File: src/rtl/serial_full_sub_if.sv
// Valid/ready operand and result channels for the bit-serial subtractor.
// The producer/consumer side uses the master modport, the subtractor the slave modport.
interface serial_full_sub_if #(
    parameter int unsigned WIDTH = 8
) ();

    logic             in_valid;
    logic             in_ready;
    logic [WIDTH-1:0] a;
    logic [WIDTH-1:0] b;
    logic             bin;
    logic             out_valid;
    logic             out_ready;
    logic [WIDTH-1:0] diff;
    logic             bout;

    modport master (
        output in_valid,
        output a,
        output b,
        output bin,
        output out_ready,
        input  in_ready,
        input  out_valid,
        input  diff,
        input  bout
    );

    modport slave (
        input  in_valid,
        input  a,
        input  b,
        input  bin,
        input  out_ready,
        output in_ready,
        output out_valid,
        output diff,
        output bout
    );

endinterface

File: src/rtl/serial_full_sub.sv
// Bit-serial subtractor: computes a - b - bin one bit per clock, LSB first, using a
// single full-subtractor cell and a borrow flop. Operands arrive and results leave
// over valid/ready handshakes; one transaction is in flight at a time.
module serial_full_sub #(
    parameter int unsigned WIDTH = 8
) (
    input  logic            clk,
    input  logic            rst,
    serial_full_sub_if.slave bus,
    output logic            busy
);

    localparam int unsigned CW = $clog2(WIDTH + 1);
    localparam logic [CW-1:0] LastBit = CW'(WIDTH - 1);

    typedef enum logic [1:0] {
        StIdle,
        StShift,
        StDone
    } state_e;

    state_e           state_q, state_d;
    logic [WIDTH-1:0] a_q, a_d;
    logic [WIDTH-1:0] b_q, b_d;
    logic [WIDTH-1:0] res_q, res_d;     // partial difference, filled from the MSB side
    logic [WIDTH-1:0] diff_q, diff_d;   // published result, only updated when SHIFT completes
    logic             br_q, br_d;
    logic             bout_q, bout_d;
    logic [CW-1:0]    cnt_q, cnt_d;

    logic             ai;
    logic             bi;
    logic             d_bit;
    logic             br_next;
    logic [WIDTH-1:0] res_shifted;

    // Full-subtractor cell on the current LSBs and the borrow flop.
    assign ai          = a_q[0];
    assign bi          = b_q[0];
    assign d_bit       = ai ^ bi ^ br_q;
    assign br_next     = (~ai & bi) | (~(ai ^ bi) & br_q);
    assign res_shifted = (res_q >> 1) | (WIDTH'(d_bit) << (WIDTH - 1));

    // Next-state and datapath updates for the IDLE -> SHIFT -> DONE sequence.
    always_comb begin
        state_d = state_q;
        a_d     = a_q;
        b_d     = b_q;
        res_d   = res_q;
        diff_d  = diff_q;
        br_d    = br_q;
        bout_d  = bout_q;
        cnt_d   = cnt_q;

        unique case (state_q)
            StIdle: begin
                if (bus.in_valid) begin
                    a_d     = bus.a;
                    b_d     = bus.b;
                    br_d    = bus.bin;
                    res_d   = '0;
                    cnt_d   = '0;
                    state_d = StShift;
                end
            end
            StShift: begin
                a_d   = a_q >> 1;
                b_d   = b_q >> 1;
                br_d  = br_next;
                res_d = res_shifted;
                // Counter tops out at WIDTH, which still fits CW bits.
                cnt_d = cnt_q + CW'(1);
                if (cnt_q == LastBit) begin
                    diff_d  = res_shifted;
                    bout_d  = br_next;
                    state_d = StDone;
                end
            end
            StDone: begin
                if (bus.out_ready) begin
                    state_d = StIdle;
                end
            end
            default: begin
                state_d = StIdle;
            end
        endcase
    end

    // State and datapath registers with synchronous reset.
    always_ff @(posedge clk) begin
        if (rst) begin
            state_q <= StIdle;
            a_q     <= '0;
            b_q     <= '0;
            res_q   <= '0;
            diff_q  <= '0;
            br_q    <= 1'b0;
            bout_q  <= 1'b0;
            cnt_q   <= '0;
        end else begin
            state_q <= state_d;
            a_q     <= a_d;
            b_q     <= b_d;
            res_q   <= res_d;
            diff_q  <= diff_d;
            br_q    <= br_d;
            bout_q  <= bout_d;
            cnt_q   <= cnt_d;
        end
    end

    assign bus.in_ready  = (state_q == StIdle);
    assign bus.out_valid = (state_q == StDone);
    assign bus.diff      = diff_q;
    assign bus.bout      = bout_q;
    assign busy          = (state_q != StIdle);

endmodule
File: src/flat_wrapper.sv
// flat-port wrapper written by rule: the top's interface ports become plain ports
module serial_full_sub_flat 
#(
    parameter int unsigned WIDTH = 8
)
  (clk, rst, busy, bus_in_valid, bus_a, bus_b, bus_bin, bus_out_ready, bus_in_ready, bus_out_valid, bus_diff, bus_bout);
  serial_full_sub_if #(.WIDTH(WIDTH)) bus_i ();
  input  logic clk;
  input  logic rst;
  output logic busy;
  input wire logic [$bits(bus_i.in_valid)-1:0] bus_in_valid;
  input wire logic [$bits(bus_i.a)-1:0] bus_a;
  input wire logic [$bits(bus_i.b)-1:0] bus_b;
  input wire logic [$bits(bus_i.bin)-1:0] bus_bin;
  input wire logic [$bits(bus_i.out_ready)-1:0] bus_out_ready;
  output wire logic [$bits(bus_i.in_ready)-1:0] bus_in_ready;
  output wire logic [$bits(bus_i.out_valid)-1:0] bus_out_valid;
  output wire logic [$bits(bus_i.diff)-1:0] bus_diff;
  output wire logic [$bits(bus_i.bout)-1:0] bus_bout;
  assign bus_i.in_valid = bus_in_valid;
  assign bus_i.a = bus_a;
  assign bus_i.b = bus_b;
  assign bus_i.bin = bus_bin;
  assign bus_i.out_ready = bus_out_ready;
  assign bus_in_ready = bus_i.in_ready;
  assign bus_out_valid = bus_i.out_valid;
  assign bus_diff = bus_i.diff;
  assign bus_bout = bus_i.bout;
  serial_full_sub #(.WIDTH(WIDTH)) u_core (.clk(clk), .rst(rst), .bus(bus_i), .busy(busy));
endmodule
File: config.mk
export PLATFORM = sky130hd
export DESIGN_NAME = serial_full_sub_flat
export DESIGN_NICKNAME = d
export VERILOG_FILES = /design/src/rtl/serial_full_sub_if.sv /design/src/rtl/serial_full_sub.sv /design/src/flat_wrapper.sv
export SDC_FILE = /design/constraint.sdc
export NUM_CORES = 1
export LEC_CHECK = 0
export ABC_AREA = 1
export CAP_MARGIN = 20
export CORE_ASPECT_RATIO = 1.5
export CORE_MARGIN = 10
export CORE_UTILIZATION = 46
export DETAILED_ROUTE_END_ITERATION = 7
export PLACE_DENSITY = 0.75
export SKIP_LAST_GASP = 1
export SLEW_MARGIN = 5
export SYNTH_ARGS = -nofsm -noshare
export SYNTH_HDL_FRONTEND = slang
export SYNTH_SLANG_ARGS = --single-unit
File: constraint.sdc
create_clock -name clk -period 1.4 [get_ports clk]
set_clock_uncertainty 0.2 [all_clocks]
set_input_delay 0.28 -clock clk [delete_from_list [all_inputs] [get_ports clk]]
set_output_delay 0.28 -clock clk [all_outputs]
set_load 0.005 [all_outputs]
==> results.toml, run 1 <==
[placed_design]
hpwlAfterDp_um = 2941
port_buffers = 32
gp_congestion = 0.8357
place_area_um2 = 2255

[die]
core_um2 = 3716
num_rows = 27
io_pins = 33
die_area_um2 = 6796
die_w_um = 70.73
initial_core_util_pct = 47.78
die_h_um = 96.09

[logic_synthesis]
ys_warn_count = 0
synth-simple-area-share_pct = 39.61
seq_area_frac_synth_pct = 43.97
synth.avg_cell_area_um2 = 7.018
synth_top_family_by_area = "simple AND/OR/NAND/NOR gates"
synthMuxAreaShare_pct = 0
ys_types = 23
synth-compound-area-share_pct = 4.863
syn_area_um2 = 1775
synthAdderAreaFrac_pct = 1.832
ys_top_cells_by_count = "nand2_1 (67), nand3_1 (41), dfxtp_1 (39), nor2_1 (36), inv_1 (21)"
yosys.cell_count.top_type = "nand2_1"
synth_edf_count = 0
yosysTopAreaCell = "dfxtp_1"
synth_async_sr_flop_share_pct = 0
ys_ff_latch = 39
ys.flop_type = "dfxtp_1"
synthTopCellsByArea = "dfxtp_1 (44%), nand2_1 (14%), nand3_1 (12%), nor2_1 (7.6%), inv_1 (4.4%)"
syn_nets = 276
netlist.area_leader.share_pct = 43.97
synthXorXnorAreaFrac_pct = 0
netlist_instances = 253

[grt]
grt_pass1_vias = 1786
antenna_found_initial = 0
grtUsageTotal_pct = 14.10
grt-ovfl-total = 0
grt_pass1_wl_um = 7948
grt_max_degree = 19

[cts]
cts_root_buf = "clkbuf_8"
clkSlewWorstSetupHoldPaths_ps = 80
htree_levels = 2
cts_made_buffers = 5
hold_buffers = 0
clk_path_buf_depth = 2
cts.sinks = 39
clk_latency_ps = 300
tritoncts = "done"

[sta]
worst_pin_slew_ps = 241.0
finalCriticalPeriod_ps = 1566
slew_headroom_pct = 83.94
finalSetupTns_ps = -3946
rsz0062_at_grt = "true"
holdWs_ps = 271.8
slew_violations = 0
setup_ws_ps = -166.2
final_hold_viol_count = 0
fmax_ghz = 0.6385
period_share_pct = 111.9
setup_violations = 39

[route]
first_pass_iters = 4
wirelength_um = 5629
vias_per_cell = 5.285
final_antenna_net_count = 0
vias = 1892
wl_per_cell_um = 15.72
remaining_drc_errors = 0
drt_iter0_drc = 130

[cells_and_area]
diodes = 0
syn_to_final_growth_pct = 66.10
fillerInstances = 230
layout-drive-gt1-share_pct = 39.37
layout.area.seq_um2 = 785.8
post-route-util_pct = 79.36
fin_nets = 338
fin_area_um2 = 2949
multi_input_area_um2 = 1177

[power_and_ir_drop]
peakVddDrop_mv = 0.8038
powerDensity_nw_per_um2 = 868.5
finalPower_uw = 2561
p_leak_uw = 0.001447

[run]
cap_violations = 0

[critical_path]
crit_slowest_cell = "dfxtp_2"
cp.required_ps = 1400
worstPathCellList = "buf_6 > buf_6 > inv_4 > nor2_4 > buf_12 > clkbuf_16 > nand3b_1 > nand2_1 > nor2_1"
cp_common_cell = "buf_6"
end_kind = "flip-flop"
rr_startpoint = "u_core.state_q[0]"
path_class = "flip-flop to flip-flop"
startpoint = "u_core.state_q[0]"
startpoint_type = "flip-flop"
cp_max_fo = 8
max_stage_delay_ps = 370
crit_arrival_ps = 1570

[outcome]
status = "finished, violations left"
failed_checks = "setup timing"

[hold_path]
hold_path_class = "flip-flop to flip-flop"
hp-start = "u_core.b_q[7]"
## layout by cell type (no fill, tap or decap), drive strengths merged
cell,n
nand2,70
nand3,41
dfxtp,39
nor2,39
buf,33
inv,25
clkdlybuf4s50,19
a21oi,13
clkbuf,11
dlygate4sd2,9
nand3b,8
o21ai,2
nor3,1
o21a,1
fa,1
ha,1
clkinv,1
clkdlybuf4s15,1
## cells by family after synthesis
group                      after synthesis
and+or+nand+nor                        158
DFF                                     39
buffers and inverters                   38
AOI/OAI and AO/OA                       16
adders and majority gates                2
## timing repair
item	CTS	global route
cloned	3	6
pin swaps	7	27
gates resized for setup	68	66
setup endpoints to repair	48	43
setup buffers	5	2
## flip-flops by register name, summed over array words and instances, names as in the netlist
signal and cells:
u_core.a_q 8, u_core.br_q 1, u_core.b_q 8, u_core.bus.diff 8
u_core.res_q 7, u_core.cnt_q 4, u_core.bus.bout 1, u_core.state_q 2
## final timing paths
path	end	slack, ps	cells after the start
worst max register to register	u_core.bus.diff[5]	-170	9
worst min register to register	u_core.b_q[7]	270	2
worst min-delay path	u_core.b_q[7]	270	2
worst max-delay path	u_core.bus.diff[5]	-170	9
## critical path, delay by kind of cell (launching register included)
family                 cells  cell delay [ps]
flip-flops                 1              370
buffers and inverters      5              570
AND/OR/NAND/NOR            4              320
## where the power goes
part	internal, uW	switching (uW)	total [uW]
logic	300	289	589
registers	1150	38.9	1190
clock network	387	396	783
## stage by stage
stage               instances  worst slack [ps]
finish                    358            -166.2
global route              358            -217.8
CTS                       351            -195.8
detailed placement        337            -205.6
global placement          337            -188.0
floorplan                 253             28.19
## layer usage
metal	vias to the layer above	wire length (um)	track usage, %
met5	-	0	0
met3	13	284	4.325
met1	895	2132	14.37
li1	920	-	-
met2	64	3088	26.04
met4	0	123	5.825
## area by class of cell
| type | count | area share (%) |
|---|---|---|
| clock buffer | 6 | 2.800 |
| clock inverter | 1 | 0.1697 |
| inverter | 24 | 3.479 |
| multi-input combinational | 177 | 39.92 |
| sequential | 39 | 26.64 |
| tap | 43 | 1.824 |
| timing repair buffer | 67 | 24.86 |
| timing repair inverter | 1 | 0.2970 |
(Power assumes the default switching activity.)
==> run 2: changes to the inputs <==
--- a/config.mk
+++ b/config.mk
@@ -9,9 +9,9 @@
 export CAP_MARGIN = 20
 export CORE_ASPECT_RATIO = 1.5
 export CORE_MARGIN = 10
-export CORE_UTILIZATION = 46
+export CORE_UTILIZATION = 50
 export DETAILED_ROUTE_END_ITERATION = 7
-export PLACE_DENSITY = 0.75
+export PLACE_DENSITY = 0.77
 export SKIP_LAST_GASP = 1
 export SLEW_MARGIN = 5
 export SYNTH_ARGS = -nofsm -noshare
==> constraint.sdc (replaced) <==
create_clock -name clk -period 1.8 [get_ports clk]
set_clock_uncertainty 0.2 [all_clocks]
set_input_delay 0.36 -clock clk [delete_from_list [all_inputs] [get_ports clk]]
set_output_delay 0.36 -clock clk [all_outputs]
set_load 0.005 [all_outputs]
==> results.toml, run 2 (same netlist as run 1, synthesis figures left out) <==
[sta]
finalCriticalPeriod_ps = 1713
fmax_ghz = 0.5839
slew_violations = 0
rsz0062_at_grt = "false"
finalSetupTns_ps = 0
worst_pin_slew_ps = 324.7
period_share_pct = 95.15
slew_headroom_pct = 78.28
setup_violations = 0
holdWs_ps = 260.4
final_hold_viol_count = 0

[power_and_ir_drop]
p_leak_uw = 0.001012
powerDensity_nw_per_um2 = 765.3
peakVddDrop_mv = 0.5248

[route]
vias = 1677
final_antenna_net_count = 0
vias_per_cell = 5.006
first_pass_iters = 4
wl_per_cell_um = 12.10
wirelength_um = 4055
remaining_drc_errors = 0
drt_iter0_drc = 46

[die]
io_pins = 33
core_um2 = 3416
num_rows = 26
die_h_um = 92.98
die_area_um2 = 6384
initial_core_util_pct = 51.98
die_w_um = 68.66

[grt]
grt_pass1_wl_um = 6982
grtUsageTotal_pct = 13.79
grt_max_degree = 25
antenna_found_initial = 0
grt-ovfl-total = 0
grt_pass1_vias = 1677

[critical_path]
crit_arrival_ps = 1150
path_class = "flip-flop to primary output"
end_kind = "primary output"
cp.required_ps = 1240
rr_startpoint = "u_core.state_q[0]"
cp_max_fo = 8
startpoint_type = "flip-flop"
startpoint = "u_core.state_q[0]"

[cts]
cts_made_buffers = 5
hold_buffers = 0
cts.sinks = 39
tritoncts = "done"
clk_latency_ps = 290
cts_root_buf = "clkbuf_8"
htree_levels = 2
clkSlewWorstSetupHoldPaths_ps = 70
clk_path_buf_depth = 2

[cells_and_area]
fin_nets = 315
fillerInstances = 325
final_common_cell = "nand2_1"
layout_common_cells = "nand2_1 (67), nand3_1 (41), dfxtp_1 (37)"
layout-drive-gt1-share_pct = 10.58
syn_to_final_growth_pct = 26.99
diodes = 0

[outcome]
status = "finished clean"

[hold_path]
hp-start = "u_core.res_q[1]"
hold_path_class = "flip-flop to flip-flop"

[placed_design]
hpwlAfterDp_um = 2933
port_buffers = 32
gp_congestion = 0.7693

[run]
cap_violations = 0
run 2: cell types whose count changed in the layout (fill, tap and decap cells not counted), moves of 4 or more:
cell / before / now
nand3_2: 24 / 0
clkbuf_16: 4 / 0
nand2_4: 16 / 1
a21oi_1: 1 / 12
buf_6: 11 / 0
clkdlybuf4s50_1: 19 / 29
dlygate4sd2_1: 9 / 2
nand3_1: 17 / 41
nand2_1: 45 / 67
nand2_2: 6 / 2
a21oi_2: 12 / 1
run 2: timing repair:
| item | in CTS | in global routing |
|---|---|---|
| gates resized for setup | 3 | 2 |
| endpoints found under the setup margin | 3 | 1 |
| setup buffers | 1 | 0 |
run 2: power breakdown:
part / internal (uW) / switching, uW / leakage (uW)
Sequential: 894 / 18.1 / 0.000318
Clock: 272 / 292 / 0.0000422
Combinational: 115 / 134 / 0.000651
Total: 1280 / 444 / 0.00101
run 2: path summary, 6_finish.rpt:
| kind | endpoint | slack, ps | cells after the start |
|---|---|---|---|
| setup / recovery | bus_in_ready | 90 | 3 |
| hold / removal | u_core.res_q[1] | 260 | 2 |
| setup reg to reg | u_core.res_q[6] | 260 | 6 |
| hold reg to reg | u_core.res_q[1] | 260 | 2 |
run 2: critical path: stages, from the launching register on:
cell           delay, ps
dfxtp_2              330
nor2_1               110
buf_4                170
dlygate4sd2_1        250
run 2: per-stage QoR:
| stage | instance area, um^2 | util, % | total power (uW) | cells | setup WS [ps] |
|---|---|---|---|---|---|
| after global routing | 2255 | 66.01 | 1817 | 335 | 45.25 |
| after global placement | 2163 | 63.33 | 1179 | 326 | 99.47 |
| after floorplan | 1775 | - | 1086 | 253 | 373.4 |
| final | 2255 | 66.01 | 1725 | 335 | 87.30 |
| after CTS | 2251 | 65.90 | 1741 | 335 | -185.2 |
| after detailed placement | 2163 | 63.33 | 1183 | 326 | 64.32 |
run 2: area by class of cell:
cell class	instances	area [um^2]	area share, %
clock buffer	7	76.32	3.385
inverter	24	90.09	3.996
multi-input combinational	176	822.0	36.46
timing repair buffer	46	425.4	18.87
tap	42	52.55	2.331
sequential	39	783.3	34.74
clock inverter	1	5.005	0.2220
run 2: routing by layer:
metal  vias up  global-route usage, %  wire length [um]
met4         0                  6.229                75
met5         -                      0                 0
li1        869                      -                 -
met1       768                  13.13              1598
met3         6                  4.779               257
met2        34                  25.00              2124
==> run 3: changes to the inputs <==
--- a/config.mk
+++ b/config.mk
@@ -10,7 +10,10 @@
 export CORE_ASPECT_RATIO = 1.5
 export CORE_MARGIN = 10
 export CORE_UTILIZATION = 50
+export CTS_BUF_LIST = sky130_fd_sc_hd__clkbuf_8
+export CTS_CLUSTER_SIZE = 25
 export DETAILED_ROUTE_END_ITERATION = 7
+export GPL_ROUTABILITY_DRIVEN = 1
 export PLACE_DENSITY = 0.77
 export SKIP_LAST_GASP = 1
 export SLEW_MARGIN = 5
==> results.toml, run 3 (same netlist as run 1, synthesis figures left out) <==
[cells_and_area]
layout-drive-gt1-share_pct = 10.58
syn_to_final_growth_pct = 26.99
layout_common_cells = "nand2_1 (67), nand3_1 (41), dfxtp_1 (37)"
layoutNonFillerInstCount = 335
fillerInstances = 325
diodes = 0
post-route-util_pct = 66.01
fin_nets = 315
final_common_cell = "nand2_1"

[cts]
clkSlewWorstSetupHoldPaths_ps = 70
cts_root_buf = "clkbuf_8"
clk_latency_ps = 290
htree_levels = 2
clk_path_buf_depth = 2
hold_buffers = 0
tritoncts = "done"
cts.sinks = 39
cts_made_buffers = 5

[die]
core_um2 = 3416
die_h_um = 92.98
die_area_um2 = 6384
initial_core_util_pct = 51.98
io_pins = 33
die_w_um = 68.66
num_rows = 26

[critical_path]
path_delay_family = "buffers and inverters"
crit_buf_inv = 2
r2r_slack_ps = 260
cp.required_ps = 1240
reg2reg_to = "u_core.res_q[6]"
max_stage_delay_ps = 330
worstPathCellList = "nor2_1 > buf_4 > dlygate4sd2_1"
end_kind = "primary output"
rr_startpoint = "u_core.state_q[0]"
startpoint_type = "flip-flop"
crit_arrival_ps = 1150
crit_slowest_cell = "dfxtp_2"
reg2reg_depth = 6
cp_max_fo = 8
path_class = "flip-flop to primary output"

[grt]
grt_pass1_vias = 1677
grt_max_degree = 25
grt_pass1_wl_um = 6982
antenna_found_initial = 0
grtUsageTotal_pct = 13.79
grt-ovfl-total = 0

[sta]
final_hold_viol_count = 0
rsz0062_at_grt = "false"
fmax_ghz = 0.5839
period_share_pct = 95.15
worst_pin_slew_ps = 320.4
slew_headroom_pct = 78.56
finalCriticalPeriod_ps = 1713
slew_violations = 0
setup_violations = 0

[outcome]
status = "finished clean"

[route]
remaining_drc_errors = 0
first_pass_iters = 4
vias = 1683
final_antenna_net_count = 0
wirelength_um = 4040
drt_iter0_drc = 46
wl_per_cell_um = 12.06
vias_per_cell = 5.024

[placed_design]
dp_cells = 326
port_buffers = 32
gp_congestion = 0.7693
hpwlAfterDp_um = 2933

[power_and_ir_drop]
powerDensity_nw_per_um2 = 759.0
peakVddDrop_mv = 0.5248
p_leak_uw = 0.001020

[hold_path]
hp-start = "u_core.res_q[1]"
min_to = "u_core.res_q[1]"
hold_path_class = "flip-flop to flip-flop"
min_path_cells = 2

[run]
cap_violations = 0
-- run 3: changes by cell type in the layout (fill, tap and decap cells not counted), sizes merged --
cell,delta
clkbuf,-2
inv,+2
-- run 3: repair_timing --
action / 4_1_cts / 5_1_grt
gates cloned: 0 / 0
resized for setup: 3 / 2
endpoints found under the setup margin: 3 / 1
hold endpoints to repair: 0 / 0
setup buffers: 1 / 0
-- run 3: per-stage QoR --
| step | cell area, um^2 | hold WS, ps | power, uW | setup slack, ps | setup TNS, ps |
|---|---|---|---|---|---|
| after floorplan | 1775 | 233.8 | 1086 | 373.4 | 0 |
| after global placement | 2163 | 247.1 | 1179 | 99.47 | 0 |
| after detailed placement | 2163 | 255.4 | 1183 | 64.32 | 0 |
| after CTS | 2251 | 266.6 | 1732 | -185.6 | -185.6 |
| after global routing | 2255 | 290.0 | 1807 | 44.68 | 0 |
| final | 2255 | 260.4 | 1711 | 87.39 | 0 |
-- run 3: worst reg2reg max path, cell delays in order, from the launching register on --
cell	delay, ps
dfxtp_2	330
buf_4	140
nand2_2	260
nand2_4	130
inv_2	190
nand2_1	70
a21oi_1	140
-- run 3: worst max-delay path by stage --
stage                             startpoint              end  slack (ps)  cells past startpoint
after floorplan              u_core.cnt_q[0]  u_core.bus.bout         370                      6
after global placement     u_core.state_q[1]             busy         100                      4
after detailed placement        bus_in_valid  u_core.res_q[6]          60                      6
after CTS                  u_core.state_q[0]             busy        -190                      4
after global routing      u_core.bus.diff[2]      bus_diff[2]          40                      1
final                      u_core.state_q[0]     bus_in_ready          90                      3
-- run 3: layout make-up --
class | count | area, um^2 | share of cell area [%]
inverter | 24 | 90.09 | 3.996
tap | 42 | 52.55 | 2.331
clock buffer | 5 | 68.82 | 3.052
clock inverter | 3 | 12.51 | 0.5549
sequential | 39 | 783.3 | 34.74
timing repair buffer | 46 | 425.4 | 18.87
multi-input combinational | 176 | 822.0 | 36.46
-- run 3: per-layer routing --
metal | GRT usage (%) | vias up | wire (um)
li1 | - | 869 | -
met1 | 13.13 | 772 | 1591
met2 | 25.00 | 36 | 2114
met3 | 4.779 | 6 | 258
met4 | 6.229 | 0 | 76
met5 | 0 | - | 0
-- run 3: power by group --
part / switching, uW / internal, uW / leakage [uW]
Sequential: 18.1 / 894 / 0.000318
Clock: 290 / 260 / 0.0000505
Combinational: 134 / 115 / 0.000651
